--- src/rtl/seg7_byte_decoder.sv ---
// rtl/seg7_byte_decoder.sv - three-digit seven-segment word to binary byte decoder
// Optional build macro: SEG7_DEC_BLANK_ZERO_EN (leading blank digits read as zero)
module seg7_byte_decoder #(
  parameter int ACTIVE_LOW = 1
) (
  input  logic        clk,
  input  logic        reset,
  input  logic [20:0] seg_in,
  input  logic        in_valid,
  output logic        in_ready,
  output logic [7:0]  byte_out,
  output logic [1:0]  err_out,
  output logic        out_valid,
  input  logic        out_ready
);

  typedef enum logic [1:0] {IDLE, DECODE, CONVERT, DONE} state_t;

  state_t      state_q, state_d;
  logic [20:0] seg_q, seg_d;
  logic [11:0] bcd_q, bcd_d;
  logic [9:0]  bin_q, bin_d;
  logic [3:0]  cnt_q, cnt_d;
  logic [7:0]  byte_q, byte_d;
  logic [1:0]  err_q, err_d;
  logic        valid_q, valid_d;
  logic        pend_q, pend_d;

  // Returns {blank, illegal, digit}; patterns are compared in active-low form.
  function automatic logic [5:0] seg_lookup(input logic [6:0] pat);
    logic [6:0] p;
    p = (ACTIVE_LOW != 0) ? pat : ~pat;
    case (p)
      7'b1000000: seg_lookup = 6'b00_0000;
      7'b1111001: seg_lookup = 6'b00_0001;
      7'b0100100: seg_lookup = 6'b00_0010;
      7'b0110000: seg_lookup = 6'b00_0011;
      7'b0011001: seg_lookup = 6'b00_0100;
      7'b0010010: seg_lookup = 6'b00_0101;
      7'b0000010: seg_lookup = 6'b00_0110;
      7'b1111000: seg_lookup = 6'b00_0111;
      7'b0000000: seg_lookup = 6'b00_1000;
      7'b0010000: seg_lookup = 6'b00_1001;
      7'b1111111: seg_lookup = 6'b10_0000;
      default:    seg_lookup = 6'b01_0000;
    endcase
  endfunction

  // Reverse double-dabble correction: a nibble that received a shifted-in
  // weight of 8 is really worth 5, so take 3 back out.
  function automatic logic [3:0] nib_adj(input logic [3:0] n);
    nib_adj = (n >= 4'd8) ? n - 4'd3 : n;
  endfunction

  logic [5:0]  lk_h, lk_t, lk_o;
  logic        bad_h, bad_t, bad_o;
  logic [21:0] shifted;

  // Per-digit lookup and legality, including the optional leading-blank rule.
  always_comb begin
    lk_h = seg_lookup(seg_q[20:14]);
    lk_t = seg_lookup(seg_q[13:7]);
    lk_o = seg_lookup(seg_q[6:0]);
`ifdef SEG7_DEC_BLANK_ZERO_EN
    bad_h = lk_h[4];
    bad_t = lk_t[4] | (lk_t[5] & ~lk_h[5]);
    bad_o = lk_o[4] | lk_o[5];
`else
    bad_h = lk_h[4] | lk_h[5];
    bad_t = lk_t[4] | lk_t[5];
    bad_o = lk_o[4] | lk_o[5];
`endif
    shifted = {bcd_q, bin_q} >> 1;
  end

  // Next-state and datapath update for the four-state controller.
  always_comb begin
    state_d = state_q;
    seg_d   = seg_q;
    bcd_d   = bcd_q;
    bin_d   = bin_q;
    cnt_d   = cnt_q;
    byte_d  = byte_q;
    err_d   = err_q;
    valid_d = valid_q;
    pend_d  = pend_q;
    case (state_q)
      IDLE: begin
        if (in_valid) begin
          seg_d   = seg_in;
          state_d = DECODE;
        end
      end
      DECODE: begin
        bcd_d = {lk_h[3:0], lk_t[3:0], lk_o[3:0]};
        bin_d = 10'd0;
        cnt_d = 4'd0;
        if (bad_h | bad_t | bad_o) begin
          pend_d  = 1'b1;
          state_d = DONE;
        end else begin
          state_d = CONVERT;
        end
      end
      CONVERT: begin
        bcd_d = {nib_adj(shifted[21:18]), nib_adj(shifted[17:14]), nib_adj(shifted[13:10])};
        bin_d = shifted[9:0];
        cnt_d = cnt_q + 4'd1;
        if (cnt_q == 4'd9) begin
          if (shifted[9:0] > 10'd255) begin
            byte_d = 8'hFF;
            err_d  = 2'b10;
          end else begin
            byte_d = shifted[7:0];
            err_d  = 2'b00;
          end
          valid_d = 1'b1;
          state_d = DONE;
        end
      end
      DONE: begin
        if (pend_q) begin
          // Illegal-pattern result is presented one cycle after DECODE.
          byte_d  = 8'h00;
          err_d   = 2'b01;
          valid_d = 1'b1;
          pend_d  = 1'b0;
        end else if (valid_q && out_ready) begin
          valid_d = 1'b0;
          state_d = IDLE;
        end
      end
      default: state_d = IDLE;
    endcase
  end

  // State and datapath registers with asynchronous clear.
  always_ff @(posedge clk or posedge reset) begin
    if (reset) begin
      state_q <= IDLE;
      seg_q   <= '0;
      bcd_q   <= '0;
      bin_q   <= '0;
      cnt_q   <= '0;
      byte_q  <= '0;
      err_q   <= '0;
      valid_q <= 1'b0;
      pend_q  <= 1'b0;
    end else begin
      state_q <= state_d;
      seg_q   <= seg_d;
      bcd_q   <= bcd_d;
      bin_q   <= bin_d;
      cnt_q   <= cnt_d;
      byte_q  <= byte_d;
      err_q   <= err_d;
      valid_q <= valid_d;
      pend_q  <= pend_d;
    end
  end

  assign in_ready  = (state_q == IDLE);
  assign out_valid = valid_q;
  assign byte_out  = byte_q;
  assign err_out   = err_q;

endmodule

--- config.mk ---
export PLATFORM = sky130hd
export DESIGN_NAME = seg7_byte_decoder
export DESIGN_NICKNAME = d
export VERILOG_FILES = /design/src/rtl/seg7_byte_decoder.sv
export SDC_FILE = /design/constraint.sdc
export NUM_CORES = 1
export LEC_CHECK = 0
export BUFFER_PORTS_ARGS = -buffer_cell sky130_fd_sc_hd__buf_2
export CAP_MARGIN = 40
export CORE_ASPECT_RATIO = 0.7
export CORE_MARGIN = 2
export CORE_UTILIZATION = 55
export DETAILED_ROUTE_END_ITERATION = 7
export PLACE_DENSITY = 0.74
export SLEW_MARGIN = 15
export SYNTH_ARGS = -nofsm -noshare
export SYNTH_HDL_FRONTEND = slang
export SYNTH_SLANG_ARGS = --single-unit
--- constraint.sdc ---
create_clock -name clk -period 4.4 [get_ports clk]
set_clock_uncertainty 0.2 [all_clocks]
set_input_delay 0.88 -clock clk [delete_from_list [all_inputs] [get_ports clk]]
set_output_delay 0.88 -clock clk [all_outputs]
set_load 0.01 [all_outputs]
Word-level counts from Yosys, hierarchy flattened
Cells that the tools add are included.

word-level totals
  register bits = 61
  input port bits = 25
  word-level logic and storage cells = 105

cells by class
  $add $sub $neg = 4
  magnitude comparators = 4
  equality and inequality tests = 41
  mux-type cells = 29
  bitwise gates (word level) = 5
  reductions and logical operators = 13

operators with widths
  kind                                                       number
  case mux 6 bit (11 select lines)                           3
  equality test 7 bit (second input constant)                12
  equality test 7 x 5 -> 1 bit (second input constant)       9
  equality test 7 x 6 -> 1 bit (second input constant)       6
  2-to-1 mux 8 bit                                           3
  case mux 12 bit (2 select lines)                           1
  equality test 7 x 2 -> 1 bit (second input constant)       3
  zero test 7 bit                                            3
  case mux 10 bit (2 select lines)                           1
  case mux 8 bit (2 select lines)                            1
  2-to-1 mux 2 bit                                           7
  2-to-1 mux 4 bit                                           3
  != test 2 bit (second input constant)                      6
  > comparator 10 x 8 -> 1 bit (second input constant)       1
  greater-or-equal comparator 4 bit (second input constant)  2
  case mux 2 bit (4 select lines)                            1
  case mux 4 bit (2 select lines)                            1
  subtractor 4 x 2 -> 4 bit (second input constant)          2
  AND reduction 3 bit                                        2
  nonzero test 2 bit                                         3
  2-to-1 mux 1 bit                                           5
  OR 1 bit                                                   5
  adder 4 x 1 -> 4 bit (second input constant)               1
  equality test 2 bit (second input constant)                2
  other kinds (11)                                           13

Depth between registers and ports, before layout
  depth after elaboration = 7
  depth in mapped cells = 8
  mapped depth without buffers = 7

Worst setup path before layout
OpenSTA, ideal clock, no wires.

  path type = input to register
  start = in out_ready
  end = reg state_q[0]
  setup time = 130 ps
  data arrival time = 1817 ps
  required time = 4070 ps
  path slack = 2253 ps
  stages = 6
  buffers on the path = 0
  path through = nor2b_1 nand2_1 a222oi_1 nor2_1 a21oi_1 o211ai_2

on the way
  cells in the longest elaborated chain, start to end = 3

RTL lines
  what                           RTL line  RTL
  from (decl)                    14        input logic out_ready
  logical AND 1 bit              128       end else if (valid_q && out_ready) begin
  != test 2 bit (no line)        --
  AND reduction 4 bit (no line)  --
  to (signal assigned)           150       state_q <= state_d;
  to (decl)                      19        state_t state_q, state_d;

Every way passes these cells.
A chain may end at the register's enable or synchronous reset.

Final worst setup path
  start = reg state_q[0]
  end = reg err_q[0] (netlist: err_out[0])

on the way
  cells in the longest elaborated chain, start to end = 3

RTL lines
  what                                                           RTL line  RTL
  equality test 2 bit                                            87        case (state_q)
  != test 2 bit (no line) or nonzero test 2 bit (tied branches)  --
  AND reduction 3 bit (no line)                                  --
  to (signal assigned)                                           156       err_q <= err_d;
  to (decl)                                                      25        logic [1:0] err_q, err_d;

Several ways; a longest one is shown, not always the timed one.

==> results.cfg <==
[outcome]
outcome = finished clean

[floorplan]
core_sq_um = 5780
die_w_um = 96.8
rows = 23
ios = 37
die_area_sq_um = 6670
die_h_um = 68.9
start_util_pct = 57.3

[synthesis]
synth_compound_area_share_pct = 15.9
syn_area_sq_um = 3310
synth_enable_flop_cells = 0
async_flop_share_pct = 100
synth_xor_area_share_pct = 1.85
synth.top_cell.area_share_pct = 45.3
yosysWarnings = 0
synthAdderAreaFrac_pct = 3.78
yosysSeqAreaShare_pct = 45.3
yosysTopAreaCell = dfrtp_1
yosysMostFrequentCell = dfrtp_1
synth.avg_cell_area_sq_um = 9.69
ys_types = 57
synth_top_family_by_area = simple AND/OR/NAND/NOR gates
synth_area_leaders = dfrtp_1, mux2_2, ha_1
synth_simple_gate_area_share_pct = 18.1
synthMuxAreaShare_pct = 9.06
syn_nets = 377
syn_inst = 342
ys_ff_latch = 60
yosys-top-cells-count = dfrtp_1, nand2_1, inv_1, mux2_2
synth_ff_type = dfrtp_1

[final_layout]
final_nets = 407
register_area_sq_um = 1500
syn2layout_area_growth_pct = 12.3
drive_above_1_share_pct = 23.9
fillerInstances = 487
multiInputGateArea_sq_um = 1610
stdcell_area_sq_um = 3720
diodes = 0
fin_cells = 451

[grt]
grt_max_degree = 38
antenna_found_initial = 0
grt_use_total_pct = 21.8
grt_pass1_wl_um = 11500
overflow = 0
grt_pass1_vias = 2388

[drt]
num_vias = 2606
wl_met3_um = 359
ant_nets = 0
drt-met1-wl_um = 3340
top_layer = met4
viasPerCell = 5.78
route.met2.wl_um = 3140
remaining_drc_errors = 0
drtIter0Drc = 169
firstDrtPassIters = 4
wl_um = 6850
wl_per_cell_um = 15.2

[clocking]
cts-root-buf = clkbuf_8
cts_resized = 0
clkTransAtPathRegs_ns = 0.07
hold_buffers = 0
cts-buffers-inserted = 9
clockBufferDepth = 2
cts-htree-levels = 3
post_cts_buffers = 0
cts_tree = yes
clk_latency_ns = 0.34
cts.sinks = 60

[worst_setup_path]
r2r-end = err_out[0]
crit_type = flip-flop to flip-flop
worst-path-max-fanout = 31
critPathLaunchType = flip-flop
required_ns = 4.41
r2r_setup_slack_ns = 1.89
r2r_cells = 7
timing.rr.start = state_q[0]
critPathArrivalTime_ns = 2.52
crit_path_end_kind = flip-flop

[timing]
fin_crit_ns = 2.51
rsz0062_at_grt = no
worst_slack_ns = 1.89
maxSlewHeadroom_pct = 48.5
slew_violations = 0
fmax_mhz = 399
final-setup-viol-count = 0
worstMarginPinSlew_ns = 0.771
hold_viol_final = 0
tns_ns = 0
finalCritPeriodShare_pct = 57.0

[pwr]
peakVddDrop_v = 0.000657
p_per_area_nw_per_um2 = 743
total_power_mw = 2.76
p_leak_nw = 1.62

[placement]
dp_cells = 435
gp_congestion = 0.817
place_area_sq_um = 3510
post-dp-hpwl_um = 4680
dp_slack_ns = 1.90
portBuffers = 36

[hold_path]
hold_class = flip-flop to flip-flop
hold_end = byte_out[2]
hold_start = byte_out[2]
hold_path_depth = 2

[job]
max_cap_violations = 0
## kinds of logic after synthesis
logic type               count (synthesis)
multiplexers                            27
AND/OR/NAND/NOR                        114
buffers and inverters                   46
XOR/XNOR                                 7
AO/OA/AOI/OAI                           78
flip-flops                              60
adder cells (fa/ha/maj)                 10
## power breakdown
| group | internal (mW) | switching [mW] | leakage (nW) |
|---|---|---|---|
| Combinational | 0.548 | 0.657 | 0.771 |
| Clock | 0.273 | 0.210 | 0.0914 |
| Sequential | 0.772 | 0.305 | 0.757 |
## area by class of cell
cell class / instances / share of cell area, %
clock buffer: 11 / 3.80
clock inverter: 4 / 1.34
inverter: 24 / 2.42
multi-input combinational: 236 / 43.3
sequential: 60 / 40.3
tap: 75 / 2.52
timing repair buffer: 41 / 6.25
## per-layer routing
layer	global-route usage [%]	vias up
li1	-	1280
met1	30.2	1257
met4	4.40	0
met3	7.36	2
met2	34.0	67
met5	0	-
## worst max-delay path: stages (launching register included)
cell and delay [ns]:
dfrtp_1 0.41, inv_1 0.14, ha_1 0.16, buf_4 0.30, inv_1 0.23, o21ai_0 0.19, nand2_1 0.35, mux2_2 0.40
## sequential cells by signal, indices dropped and copies added, names as in the netlist
signal     count
bcd_q         12
bin_q          9
byte_out       8
cnt_q          4
err_out        2
out_valid      1
pend_q         1
seg_q         21
state_q        2
## cells in the final DEF (no fill, tap or decap), types with 3 or more instances in the layout
| cell | n |
|---|---|
| o21ai_0 | 22 |
| or3_1 | 5 |
| ha_1 | 10 |
| nand4b_1 | 4 |
| o22ai_1 | 5 |
| o31ai_1 | 10 |
| inv_1 | 23 |
| dfrtp_1 | 60 |
| nand2b_1 | 3 |
| nand3_1 | 19 |
| a21oi_1 | 14 |
| clkbuf_8 | 10 |
| nand2_1 | 29 |
| and4b_1 | 3 |
| nand3b_1 | 3 |
| mux2_2 | 24 |
| mux2i_1 | 3 |
| a31oi_1 | 5 |
| nor3_1 | 11 |
| nor2_1 | 22 |
| nor2b_1 | 3 |
| buf_4 | 3 |
| buf_2 | 36 |
| xor2_1 | 5 |
## per-stage QoR
stage	hold slack [ns]	utilization, %
3_3_place_gp	0.259	60.5
3_5_place_dp	0.260	60.8
5_1_grt	0.314	64.3
2_1_floorplan	0.270	-
4_1_cts	0.276	64.1
6_report	0.273	64.3
## worst max path at each step
stage / from / to / slack, ns / depth (start not counted)
6_report: state_q[0] / err_out[0] / 1.89 / 7
5_1_grt: state_q[0] / err_out[0] / 1.64 / 7
4_1_cts: state_q[0] / err_out[0] / 1.89 / 7
3_5_place_dp: state_q[0] / err_out[0] / 1.90 / 7
3_3_place_gp: state_q[0] / err_out[0] / 1.97 / 7
2_1_floorplan: reset / bcd_q[0] / 1.84 / 1
Note: power is estimated with default switching activity, not from simulation.
